[src/rtl/uart_transmitter.sv]
// 8N1 UART transmitter fed by a small circular FIFO; queued bytes leave back-to-back.
// Tx is driven from a register so the line never glitches between bit periods.
module uart_transmitter #(
    parameter int CLK_PER_BIT     = 104,
    parameter int COUNTER_WIDTH   = 7,
    parameter int FIFO_ADDR_WIDTH = 2
) (
    input  logic       clock,
    input  logic       reset,
    input  logic [7:0] data,
    input  logic       write,
    output logic       Tx,
    output logic       busy,
    output logic       fifo_full,
    output logic       fifo_empty,
    output logic       byte_sent,
    output logic [1:0] state_dbg
);

    localparam int DEPTH = 1 << FIFO_ADDR_WIDTH;
    localparam logic [COUNTER_WIDTH-1:0]   CNT_MAX    = COUNTER_WIDTH'(CLK_PER_BIT - 1);
    localparam logic [COUNTER_WIDTH-1:0]   CNT_PRE    = COUNTER_WIDTH'(CLK_PER_BIT - 2);
    localparam logic [FIFO_ADDR_WIDTH:0]   COUNT_FULL = (FIFO_ADDR_WIDTH + 1)'(DEPTH);

    typedef enum logic [1:0] {
        IDLE      = 2'd0,
        START_BIT = 2'd1,
        DATA      = 2'd2,
        STOP_BIT  = 2'd3
    } state_t;

    state_t                     state;
    logic [COUNTER_WIDTH-1:0]   cnt;
    logic [2:0]                 bit_idx;
    logic [7:0]                 shift;

    logic [7:0]                 mem [DEPTH];
    logic [FIFO_ADDR_WIDTH-1:0] rd_ptr;
    logic [FIFO_ADDR_WIDTH-1:0] wr_ptr;
    logic [FIFO_ADDR_WIDTH:0]   count;

    logic push;
    logic pop;
    logic bit_end;

    // Handshake: a byte is accepted on any rising edge with write=1 and fifo_full=0;
    // there is no ready return path, so writes while full are lost.
    assign fifo_full  = (count == COUNT_FULL);
    assign fifo_empty = (count == '0);
    assign busy       = (state != IDLE);
    assign state_dbg  = state;

    assign bit_end = (cnt == CNT_MAX);
    assign push    = write && !fifo_full;
    assign pop     = !fifo_empty &&
                     ((state == IDLE) || ((state == STOP_BIT) && bit_end));

    always_ff @(posedge clock) begin
        if (push) begin
            mem[wr_ptr] <= data;
        end
    end

    always_ff @(posedge clock) begin
        if (reset) begin
            rd_ptr <= '0;
            wr_ptr <= '0;
            count  <= '0;
        end else begin
            if (push) begin
                wr_ptr <= wr_ptr + 1'b1;
            end
            if (pop) begin
                rd_ptr <= rd_ptr + 1'b1;
            end
            case ({push, pop})
                2'b10:   count <= count + 1'b1;
                2'b01:   count <= count - 1'b1;
                default: count <= count;
            endcase
        end
    end

    always_ff @(posedge clock) begin
        if (reset) begin
            state     <= IDLE;
            Tx        <= 1'b1;
            byte_sent <= 1'b0;
            cnt       <= '0;
            bit_idx   <= '0;
            shift     <= '0;
        end else begin
            byte_sent <= 1'b0;
            case (state)
                IDLE: begin
                    cnt <= '0;
                    Tx  <= 1'b1;
                    if (pop) begin
                        shift <= mem[rd_ptr];
                        Tx    <= 1'b0;
                        state <= START_BIT;
                    end
                end
                START_BIT: begin
                    if (bit_end) begin
                        cnt     <= '0;
                        bit_idx <= '0;
                        Tx      <= shift[0];
                        state   <= DATA;
                    end else begin
                        cnt <= cnt + 1'b1;
                    end
                end
                DATA: begin
                    if (bit_end) begin
                        cnt <= '0;
                        if (bit_idx == 3'd7) begin
                            Tx    <= 1'b1;
                            state <= STOP_BIT;
                        end else begin
                            // shift[1] is the next bit once the register moves right
                            shift   <= {1'b0, shift[7:1]};
                            Tx      <= shift[1];
                            bit_idx <= bit_idx + 3'd1;
                        end
                    end else begin
                        cnt <= cnt + 1'b1;
                    end
                end
                STOP_BIT: begin
                    Tx <= 1'b1;
                    // registered one cycle early so the pulse lands on the final stop cycle
                    if (cnt == CNT_PRE) begin
                        byte_sent <= 1'b1;
                    end
                    if (bit_end) begin
                        cnt <= '0;
                        if (pop) begin
                            shift <= mem[rd_ptr];
                            Tx    <= 1'b0;
                            state <= START_BIT;
                        end else begin
                            state <= IDLE;
                        end
                    end else begin
                        cnt <= cnt + 1'b1;
                    end
                end
                default: begin
                    state <= IDLE;
                    Tx    <= 1'b1;
                    cnt   <= '0;
                end
            endcase
        end
    end

endmodule

[config.mk]
export PLATFORM = sky130hd
export DESIGN_NAME = uart_transmitter
export DESIGN_NICKNAME = d
export VERILOG_FILES = /design/src/rtl/uart_transmitter.sv
export SDC_FILE = /design/constraint.sdc
export NUM_CORES = 1
export LEC_CHECK = 0
export ABC_AREA = 1
export CORE_ASPECT_RATIO = 0.5
export CORE_MARGIN = 2
export CORE_UTILIZATION = 40
export DETAILED_ROUTE_END_ITERATION = 8
export GPL_TIMING_DRIVEN = 0
export PLACE_DENSITY = 0.56
export SLEW_MARGIN = 20
export SYNTH_ARGS = -nofsm -noshare
export SYNTH_HDL_FRONTEND = slang
export SYNTH_SLANG_ARGS = --single-unit
export TNS_END_PERCENT = 30
[constraint.sdc]
create_clock -name clock -period 3.1 [get_ports clock]
set_clock_uncertainty 0.15 [all_clocks]
set_input_delay 0.93 -clock clock [delete_from_list [all_inputs] [get_ports clock]]
set_output_delay 0.93 -clock clock [all_outputs]
set_load 0.02 [all_outputs]
# Yosys cells after proc, flatten, opt, wreduce, memory -nomap -nowiden
# Memory sizes are Yosys's and may differ from the RTL's. A register that Yosys moved wholly into a read port is not among the register bits.
# Cells that the tools add are included.
[totals] regBits=29 mem_bits_rw=32 inputBits=11 out_inout_bits=7 wordCells=80 n_memories=1
[memory_table] name="mem" depth=4 word_bits=8 rd=1 rd_clocked_by_memory_dff=1 write_ports=1 line_no="37" rtl="logic [7:0] mem [DEPTH];"
[op_classes] n_addsub=6 eq_ne=15 mux=30 bitwise_logic=1 n_reduce_logical=18
[op_table] operator="two-way mux 8 bit" n=4
[op_table] operator="case mux 8 bit (3 select lines)" n=1
[op_table] operator="== test 7 bit, second input constant" n=2
[op_table] operator="two-way mux 2 bit" n=7
[op_table] operator="case mux 7 bit (2 select lines)" n=1
[op_table] operator="inequality test 2 bit, second input constant" n=6
[op_table] operator="case mux 3 bit (2 select lines)" n=2
[op_table] operator="two-way mux 1 bit" n=9
[op_table] operator="two-way mux 3 bit" n=3
[op_table] operator="case mux 2 bit (4 select lines)" n=1
[op_table] operator="AND reduction 4 bit" n=2
[op_table] operator="adder 7 x 1 -> 7 bit, second input constant" n=1
[op_table] operator="two-way mux 7 bit" n=1
[op_table] operator="adder 3 x 1 -> 3 bit, second input constant" n=2
[op_table] operator="== test 2 bit, second input constant" n=3
[op_table] operator="== test 3 bit, second input constant" n=2
[op_table] operator="nonzero test 2 bit" n=3
[op_table] operator="AND reduction 5 bit" n=1
[op_table] operator="adder 2 x 1 -> 2 bit, second input constant" n=2
[op_table] operator="== test 2 x 1 -> 1 bit, second input constant" n=2
[op_table] operator="case mux 1 bit (4 select lines)" n=1
[op_table] operator="logical AND 1 bit" n=3
[op_table] operator="zero test 3 bit" n=1
[op_table] operator="nonzero test 3 bit" n=1
[op_table] operator="8 further kinds" n=9

# Logic depth before layout (Yosys ltp)
[logic_depth] word_depth=7 ltp_mapped=14 mapped_depth_nobuf=14

# Least setup slack after synthesis
# OpenSTA, ideal clock, no wires.
[synth_path] path_kind="register to register" startpoint="register state[0] (netlist: state_dbg[0])" endpoint="register count[2]" setup_ns=0.122 t_arrival_ns=2.186 required_time_ns=2.828 setup_slack_ns=0.642 stages_incl_launch_ff=13 path_buffers=0 synth_period_minus_slack_ns=2.458 path_cell_list="dfxtp_1 -> ha_1 -> nand3_1 -> nand2_2 -> nand2_2 -> inv_1 -> ha_1 -> inv_1 -> fa_1 -> a21oi_1 -> o21ai_0 -> o21ai_0 -> a21oi_1"
[synth_via] elab_chain_len=6 elab_cells_between_ends=9 classes_between="eq/ne (3); mux (1); reduce/logical (5)"
[synth_lines] item="start, declared" line_no="32" rtl="state_t state;"
[synth_lines] item="start signal, assigned" line_no="86" rtl="state <= IDLE;"
[synth_lines] item="start signal, assigned" line_no="101" rtl="state <= START_BIT;"
[synth_lines] item="start signal, assigned" line_no="109" rtl="state <= DATA;"
[synth_lines] item="== test 2 bit" line_no="56" rtl="((state == IDLE) || ((state == STOP_BIT) && bit_end));"
[synth_lines] item="logical AND 1 bit" line_no="56"
[synth_lines] item="logical OR 1 bit *" line_no="56"
[synth_lines] item="logical AND 1 bit *" line_no="55" rtl="assign pop = !fifo_empty &&"
[synth_lines] item="== test 2 x 1 -> 1 bit / == test 2 bit (equally long branches)" line_no="76" rtl="case ({push, pop})"
[synth_lines] item="case mux 3 bit (2 select lines) / nonzero test 2 bit (equally long branches)"
[synth_lines] item="end signal, assigned" line_no="77" rtl="2'b10: count <= count + 1'b1;"
[synth_lines] item="end signal, assigned" line_no="78" rtl="2'b01: count <= count - 1'b1;"
[synth_lines] item="end signal, assigned" line_no="79" rtl="default: count <= count;"
[synth_lines] item="end, declared" line_no="40" rtl="logic [FIFO_ADDR_WIDTH:0] count;"
# Every way passes the cells marked *; elsewhere a longest branch is shown, timed or not.
# A chain may end at the register's enable or synchronous reset.

# Final worst setup path
[layout_path] startpoint="register state[0] (netlist: state_dbg[0])" endpoint="output port busy"
[layout_via] elab_chain_len=1
[layout_lines] item="nonzero test 2 bit" line_no="50" rtl="assign busy = (state != IDLE);"
[layout_lines] item="end, declared" line_no="13" rtl="output logic busy,"
# No other way between the ends.

==> results.cfg <==
[timing]
tightest_slew_ns = 0.836
grt_setup_unrepaired = false
hold_violations = 0
slew_headroom_pct = 44.0
fin_hold_ws_ns = 0.313
period_share_pct = 93.3
setup_viol = 0
tns_ns = 0
slew_viol_final = 0
period_minus_slack_ns = 2.89
fmax_ghz = 0.346

[worst_setup_path]
crit_path_end_kind = output pin
cp_data_required_time_ns = 2.02
arrival_ns = 1.81
cp_top_family = buffers and inverters
path_class = reg2out
cp_slowest_cell = clkdlybuf4s50_1
path_max_fanout = 7
worst_setup_path_start_kind = register
crit_buf_inv = 3
timing.critical_path.mode_cell = inv_1
worstPathCellList = inv_1 > ha_1 > inv_1 > clkdlybuf4s50_1
max_stage_delay_ns = 0.61

[detailed_routing]
drt-pass1-iter-count = 4
drcViolationCount = 0
dr.first_iter.drc_count = 91
viasPerCell = 4.79
ant_nets = 0
wl_per_cell_um = 12.8
wl_um = 6010
vias = 2248

[placed_design]
port_buffers = 17
place_area_um2 = 3350
place.gp.congestion = 0.815
dp_hpwl_um = 4160

[clocking]
cts_tree = built
cts_resized = 0
cts_max_level = 3
cts_buffer_depth = 2
cts_buffers = 9
clkSinkCount = 63
post_cts_buffers = 0
clk_latency_ns = 0.33
path_clk_slew_ns = 0.05
ctsRootBufferMaster = clkbuf_16
holdBufCountCts = 0

[synthesis]
postSynthAreaPerCell_um2 = 9.00
ys_seq_elements = 63
synth.yosys.seq_area_share_pct = 51.7
synth.cell_area_um2 = 3060
synthCells = 340
synth.net_count = 367
yosysUniqueCellTypes = 36
yosysWarnings = 0

[pwr]
total_power_mw = 3.39
max-vdd-ir-drop_v = 0.000322
p_leak_nw = 1.55
p_per_area_nw_per_um2 = 924

[layout]
antenna_cells = 0
final_cell_area_um2 = 3670
layout-drive-gt1-share_pct = 11.8
fill_cells = 715
fin_nets = 395
syn_to_final_growth_pct = 19.9

[die]
dieArea_um2 = 8410
initial_core_util_pct = 41.5
die_w_um = 128
die_h_um = 65.8
std_cell_rows = 22
ios = 18
coreArea_um2 = 7380

[global_routing]
overflow = 0
grt_max_degree = 12
grt_pass1_wl_um = 10100
antenna_found_initial = 0
grt_usage_pct = 16.1
grt_pass1_vias = 2159

[worst_hold_path]
hold_path_class = reg2reg

[run]
maxCapViolations = 0

[outcome]
status = finished, final reports clean
-- cell type report --
cell class | count | area [um^2] | share of cell area [%]
inverters | 50 | 188 | 5.12
flip-flops and latches | 63 | 1580 | 43.1
repair buffers | 17 | 170 | 4.64
plain buffers | 8 | 63.8 | 1.74
multi-input cells | 219 | 1230 | 33.4
clock inverters | 3 | 67.6 | 1.84
well taps | 96 | 120 | 3.28
clock buffers | 13 | 250 | 6.82
-- cells by family (layout without fill, tap and decap cells) --
kind of cell / after synthesis / after routing / synth area share, %
simple gates: 157 / 157 / 24.1
flops: 63 / 63 / 51.7
xor+xnor: 2 / 2 / 0.573
buf+inv: 58 / 91 / 8.22
compound gates: 44 / 44 / 8.59
fa+ha+maj: 16 / 16 / 6.79
-- metal layers --
layer  wire length [um]  vias up  GRT usage [%]
li1                   -     1171              -
met4                 75        0           6.46
met5                  0        -              0
met2               2680       34           26.8
met3                290       11           5.58
met1               2960     1032           19.5
-- cells in the final DEF, fill, tap and decap left out, types with 2 or more instances in the layout --
master / n
nor2_2: 2
dfxtp_1: 31
or2_2: 4
buf_2: 5
nand3_1: 34
clkdlybuf4s50_1: 17
ha_1: 15
nand2_4: 3
nor3_1: 6
a21oi_1: 17
nand2_1: 69
bufinv_16: 2
a21oi_2: 5
o21ai_0: 12
clkbuf_1: 4
edfxtp_1: 32
inv_2: 2
nand2_2: 4
clkinv_1: 2
a21boi_1: 2
nor2_1: 26
a21boi_0: 4
nor2_4: 2
or2_0: 3
inv_1: 46
clkbuf_16: 9
-- metrics by stage --
step,instances,worst slack (ns),util [%]
floorplan,340,0.642,-
CTS,469,0.153,49.7
global placement,453,0.212,45.4
detailed placement,453,0.161,45.4
finish,469,0.208,49.7
global route,469,0.0815,49.7
-- final timing paths --
kind	startpoint	endpoint	slack, ns	cells past startpoint
setup / recovery	state_dbg[0]$_SDFFE_PP0P_	busy	0.21	4
setup reg to reg	state_dbg[0]$_SDFFE_PP0P_	count[2]$_SDFFE_PP0P_	0.49	12
hold reg to reg	cnt[0]$_SDFF_PP0_	cnt[0]$_SDFF_PP0_	0.31	1
hold / removal	cnt[0]$_SDFF_PP0_	cnt[0]$_SDFF_PP0_	0.31	1
-- where the power goes --
part	total [mW]	internal [mW]	switching (mW)
clock	1.06	0.725	0.334
combinational	1.23	0.477	0.753
sequential	1.10	1.02	0.0803
-- synthesized netlist by cell type, drive strengths merged --
library cell  count  area (um^2)
or2               7         43.8
o211a             1         10.0
inv              48          180
edfxtp           32          961
a21boi            6         45.0
o21ai            13         65.1
nand3            35          180
fa                1         20.0
o22ai             1         6.26
a21oi            22          129
clkbuf            1         3.75
o21bai            1         7.51
nor4              1         6.26
clkinv            2         7.51
nand2            76          318
dfxtp            31          621
buf               7         60.1
nor2             31          153
nor3              6         30.0
xor2              1         8.76
nor3b             1         7.51
ha               15          188
xnor2             1         8.76
-- sequential cells by signal (all words and copies together) (netlist names), named ones only --
register   count
shift          8
wr_ptr         2
state_dbg      2
rd_ptr         2
cnt            7
Tx             1
mem           32
byte_sent      1
count          3
bit_idx        3
Note: power is estimated with default switching activity, not from simulation.
